[config.mk]
export PLATFORM = sky130hd
export DESIGN_NAME = sum_group_accumulator
export DESIGN_NICKNAME = d
export VERILOG_FILES = /design/src/rtl/sum_group_accumulator_pkg.sv /design/src/rtl/sum_group_accumulator.sv
export SDC_FILE = /design/constraint.sdc
export NUM_CORES = 1
export LEC_CHECK = 0
export ABC_AREA = 1
export BUFFER_PORTS_ARGS = -buffer_cell sky130_fd_sc_hd__buf_2
export CAP_MARGIN = 20
export CORE_AREA = 2 2 61 63
export CTS_CLUSTER_SIZE = 25
export DETAILED_ROUTE_END_ITERATION = 12
export DIE_AREA = 0 0 63 65
export HOLD_SLACK_MARGIN = 0.05
export PLACE_DENSITY = 0.71
export SLEW_MARGIN = 10
export SYNTH_ARGS = -nofsm -noshare
export SYNTH_HDL_FRONTEND = slang
export SYNTH_SLANG_ARGS = --single-unit
[constraint.sdc]
create_clock -name clk -period 2 [get_ports clk]
set_input_delay 0.3 -clock clk [delete_from_list [all_inputs] [get_ports clk]]
set_output_delay 0.3 -clock clk [all_outputs]
set_load 0.01 [all_outputs]
[src/rtl/sum_group_accumulator_pkg.sv]
// -----------------------------------------------------------------------------
// sum_group_accumulator_pkg
// Shared flow-control definitions for the sum-group accumulator:
//   - state_e       : controller state (ACCUM collecting, HOLD presenting)
//   - calc_cnt_w()  : width of the item counter / out_count for a group size
//   - calc_acc_w()  : accumulator width wide enough for a full group of
//                     maximum-value sums, so the total can never overflow
// -----------------------------------------------------------------------------
package sum_group_accumulator_pkg;

  typedef enum logic {
    ACCUM = 1'b0,
    HOLD  = 1'b1
  } state_e;

  // Counter must represent the value group_max itself (reported in out_count).
  function automatic int calc_cnt_w(input int group_max);
    return $clog2(group_max + 1);
  endfunction

  // Each item is width+1 bits; summing group_max of them adds clog2(group_max)
  // bits of headroom.
  function automatic int calc_acc_w(input int width, input int group_max);
    return width + 1 + $clog2(group_max);
  endfunction

endpackage : sum_group_accumulator_pkg

[src/rtl/sum_group_accumulator.sv]
// -----------------------------------------------------------------------------
// sum_group_accumulator
// Consumes the adder's valid/ready sum stream, adds consecutive sums into
// groups, and presents one registered total per group on a valid/ready output.
// A group closes after group_max accepted items, or earlier on an item flagged
// in_last. out_data/out_count come straight from registers; the only
// combinational in->out path is ready (in_rdy follows out_rdy while a total is
// held) so a new group can start in the same cycle the old total leaves.
//
// Ports
//   clk        clock
//   rst        synchronous, active-low reset
//   in_vld     upstream sum valid
//   in_rdy     upstream sum ready
//   in_data    upstream sum (width+1 bits)
//   in_last    closes the current group early (qualified by in_vld)
//   out_vld    group total valid
//   out_rdy    downstream ready
//   out_data   group total, zero-extended (acc_w bits)
//   out_count  number of items in the emitted group, 1..group_max
// -----------------------------------------------------------------------------
module sum_group_accumulator
  import sum_group_accumulator_pkg::*;
#(
  parameter  int width     = 8,
  parameter  int group_max = 4,
  localparam int cnt_w     = calc_cnt_w(group_max),
  localparam int acc_w     = calc_acc_w(width, group_max)
) (
  input  logic             clk,
  input  logic             rst,
  input  logic             in_vld,
  output logic             in_rdy,
  input  logic [width:0]   in_data,
  input  logic             in_last,
  output logic             out_vld,
  input  logic             out_rdy,
  output logic [acc_w-1:0] out_data,
  output logic [cnt_w-1:0] out_count
);

  state_e           state_q, state_d;
  logic [acc_w-1:0] acc_q, acc_d;
  logic [cnt_w-1:0] cnt_q, cnt_d;
  logic [acc_w-1:0] out_data_q, out_data_d;
  logic [cnt_w-1:0] out_count_q, out_count_d;

  logic             accept;
  logic             closes;
  logic [acc_w-1:0] sum;
  logic [cnt_w-1:0] cnt_inc;

  assign out_vld   = (state_q == HOLD);
  assign out_data  = out_data_q;
  assign out_count = out_count_q;

  // While holding, an item may only enter if the held total leaves this cycle.
  assign in_rdy = (state_q == ACCUM) || out_rdy;
  assign accept = in_vld && in_rdy;

  // acc/cnt are cleared when a group closes, so in HOLD they are already zero
  // and the same sum/count expressions start the next group correctly.
  assign sum     = acc_q + acc_w'(in_data);
  assign cnt_inc = cnt_q + cnt_w'(1);
  // A last-flagged group_max-th item satisfies both terms but closes once.
  assign closes  = in_last || (cnt_inc == cnt_w'(group_max));

  // NOTE: every variable gets its hold value first, so no path leaves one
  // unassigned and no latch is inferred.
  always_comb begin
    state_d     = state_q;
    acc_d       = acc_q;
    cnt_d       = cnt_q;
    out_data_d  = out_data_q;
    out_count_d = out_count_q;

    // The held total leaves on transfer; a closing item below re-enters HOLD.
    if (state_q == HOLD && out_rdy) begin
      state_d = ACCUM;
    end

    if (accept) begin
      if (closes) begin
        out_data_d  = sum;
        out_count_d = cnt_inc;
        acc_d       = '0;
        cnt_d       = '0;
        state_d     = HOLD;
      end else begin
        acc_d = sum;
        cnt_d = cnt_inc;
      end
    end
  end

  // NOTE: every register here has a defined reset value so a reset mid-group
  // or mid-HOLD discards partial and pending data completely.
  always_ff @(posedge clk) begin
    if (!rst) begin
      state_q     <= ACCUM;
      acc_q       <= '0;
      cnt_q       <= '0;
      out_data_q  <= '0;
      out_count_q <= '0;
    end else begin
      // NOTE: non-blocking assignments so all registers update from the same
      // pre-edge values.
      state_q     <= state_d;
      acc_q       <= acc_d;
      cnt_q       <= cnt_d;
      out_data_q  <= out_data_d;
      out_count_q <= out_count_d;
    end
  end

  // A stalled total must stay valid and unchanged until it is taken.
  assert property (@(posedge clk)
    rst && out_vld && !out_rdy |=> out_vld && $stable(out_data) && $stable(out_count));

  // The counter never reaches group_max while collecting.
  assert property (@(posedge clk)
    rst && (state_q == ACCUM) |-> (cnt_q < cnt_w'(group_max)));

endmodule : sum_group_accumulator

==> run summary <==
End of the worst register-to-register path - out_data[6]$_SDFFE_PN0P_
CP max-delay cell - fa_1
Antenna violations before repair - 0
Iter 0 DRT Violations - 51
Worst hold start - out_rdy
WHS Endpoint - out_vld$_SDFF_PN0_
Via-to-Cell Ratio - 4.778
Crit-path cells - ha_1, inv_1, fa_1, inv_1, nand3_1, nand3_1, nand2_1, nand2_1, nand2_1, nand3_1, nand2_1, nand2_1, inv_1
Register area share after synthesis - 0.3481
Post-synth EDFFs - 0
# fillers - 378
CTS sink cnt - 29
Mapped Nets - 266
Final TNS setup - 0 ns
Vias in the first global route - 1385
Pwr dens - 654.1 nW/µm²
CP max FO - 3
Largest delay share family, worst path - simple AND/OR/NAND/NOR gates
Crit path arrival time - 2.05 ns
Synth Area per Inst - 6.949 µm²
Chip Height - 65 µm
Pre-Repair DR Iteration Count - 4
Tmin final - 1.800 ns
Insertion delay to the later sink of the worst-skew pair - 0.34 ns
Worst path required time - 2.25 ns
Met1 WL - 1656 µm
PortBufs - 29
Top routing layer used - met4
Dpl hpwl - 2579 µm
Hold_buf cts - 0
Pre-CTS setup slack - 0.1695 ns
Final wirelength - 3523 µm
Postcts setup bufs - 0
Final worst path period share - 0.9001
Met2 WL - 1594 µm
I/O pin cnt - 30
Via count - 1529
Max-Cap Viols - 0
Synthesized flop and latch total - 29
Residual DRC - 0
Status - complete, no violations
Worst-margin pin slew - 0.5019 ns
Final setup fails - 0
Die Wd - 63 µm
Static Leak - 1.010 nW
Setup ws final - 0.1998 ns
Clk buf depth - 2
WS Path Type - register to register
Commonest non-fill, non-tap cell in the layout - nand2_1
Placed inst area - 1841 µm²
Depth of the worst register-to-register path - 13
RSZ-0062 raised after global routing - false
# diodes - 0
CTS resizes - 0
Mapped cell area - 1668 µm²
Worst rel slew slack - 0.6650
Ys async rst share - 0
Total CTS buffers - 5
Worst Hold Class - input pin to register
Clk slew on worst S/H paths - 0.10 ns
Share of cells above drive strength 1 - 0.1728
Worst-case clock skew - 0.001727 ns
WL/cell - 11.01 µm
Finished layout cell area - 1896 µm²
Initial core utilization - 0.4771
Post-Syn Instances - 240
Core area - 3496 µm²
Worst R2R Setup Slack - 0.20 ns
Most frequent cells in the layout - nand2_1, inv_1, dfxtp_1, buf_2, a21oi_1
Hold Path Cell Cnt - 4
Routed length on met3 - 222 µm
Setup crit start kind - register
Slowest cell delay on critical path - 0.41 ns
Total chip power - 0.001240 W
Crit path buffers/inverters - 3
Routability cong. - 0.8626
First-pass GRT wire length - 6127 µm
DIE AREA - 4095 µm²
Row count - 22
GRT Util Overall - 0.1945
Synth warn - 0
TritonCTS clock tree - done
Clk root buf - clkbuf_4
Main synth FF type - dfxtp_1
Fmax - 0.5555 GHz
GRT Residual Overflow - 0
Largest net degree at the start of global routing - 17
Synth unique cells - 26
Origin of the critical flop-to-flop path - acc_q[0]$_SDFFE_PN0P_
Crit path capture type - register
Most used cell along the critical path - nand2_1
Nets - 297
Routed Antenna Nets - 0
VDD IR max - 0.3704 mV
Fin. Hold Viols - 0
Max H-tree Level - 2
Max Slew Vio Count - 0
Area Overhead vs Synth - 13.65%
-- state kept, by name (all words and copies together), names as in the netlist --
name / count
out_vld: 1
cnt_q: 3
out_count: 3
out_data: 11
acc_q: 11
-- metrics by stage --
stage,instances,utilization,hold WS [ns]
floorplan,240,-,0.4342
global placement,312,0.5265,0.4545
detailed placement,312,0.5265,0.4560
CTS,320,0.5422,0.2528
global route,320,0.5422,0.2798
finish,320,0.5422,0.2606
-- kinds of logic (layout without fill, tap and decap cells) --
logic type | count (synthesis) | count (layout) | share of synthesized area
compound gates | 40 | 40 | 0.1448
xor+xnor | 3 | 3 | 0.01576
fa+ha+maj | 12 | 12 | 0.09452
buf+inv | 41 | 73 | 0.1028
flops | 29 | 29 | 0.3481
simple gates | 115 | 115 | 0.2941
-- worst max-delay path by stage --
stage / from / slack [ns] / cells past startpoint / to
floorplan: acc_q[0]$_SDFFE_PN0P_ / 0.36 / 13 / out_data[6]$_SDFFE_PN0P_
global placement: in_data[0] / 0.20 / 14 / out_data[6]$_SDFFE_PN0P_
detailed placement: in_data[0] / 0.17 / 14 / out_data[6]$_SDFFE_PN0P_
CTS: acc_q[0]$_SDFFE_PN0P_ / 0.20 / 13 / out_data[6]$_SDFFE_PN0P_
global route: acc_q[0]$_SDFFE_PN0P_ / 0.03 / 10 / acc_q[6]$_SDFFE_PN0P_
finish: acc_q[0]$_SDFFE_PN0P_ / 0.20 / 13 / out_data[6]$_SDFFE_PN0P_
-- worst register-to-register path, delay by kind of cell, from the launching register on --
family | cells | cell delay [ns]
and+or+nand+nor | 8 | 0.57
DFF | 1 | 0.35
adders and majority gates | 2 | 0.57
buffers and inverters | 3 | 0.22
-- cell type report --
type / count / area (µm²) / area share
clock inverters: 3 / 17.52 / 0.009241
flip-flops and latches: 29 / 580.6 / 0.3063
well taps: 48 / 60.06 / 0.03168
repair buffers: 30 / 152.6 / 0.08053
clock buffers: 5 / 37.54 / 0.01980
inverters: 35 / 131.4 / 0.06931
multi-input cells: 170 / 915.9 / 0.4832
-- cell usage after synthesis, types with 2 or more instances --
cell type	count	area [µm²]
nand3_1	16	80.08
xor2_1	2	17.52
dfxtp_1	29	580.6
ha_1	11	137.6
o21ai_0	10	50.05
o21bai_1	2	15.01
clkbuf_1	2	7.510
inv_1	35	131.4
a21oi_1	19	95.09
nor2_1	15	56.30
a21oi_2	2	17.52
buf_6	2	22.52
o21a_1	4	30.03
nand4_1	2	12.51
nand2_1	75	281.5
buf_2	2	10.01
nor2_4	2	22.52
nor2_2	2	12.51
-- where the power goes --
| part | switching [W] | internal [W] | leakage [nW] |
|---|---|---|---|
| Combinational | 0.000162 | 0.0000992 | 0.742 |
| Sequential | 0.0000165 | 0.000611 | 0.238 |
| Clock | 0.000219 | 0.000132 | 0.0310 |
| Total | 0.000397 | 0.000843 | 1.01 |
-- layer usage --
layer / track usage / vias up
met5: 0 / -
met4: 0.06389 / 0
met3: 0.05035 / 6
met2: 0.3085 / 46
met1: 0.2573 / 655
li1: - / 822
Note: power is estimated with default switching activity, not from simulation.
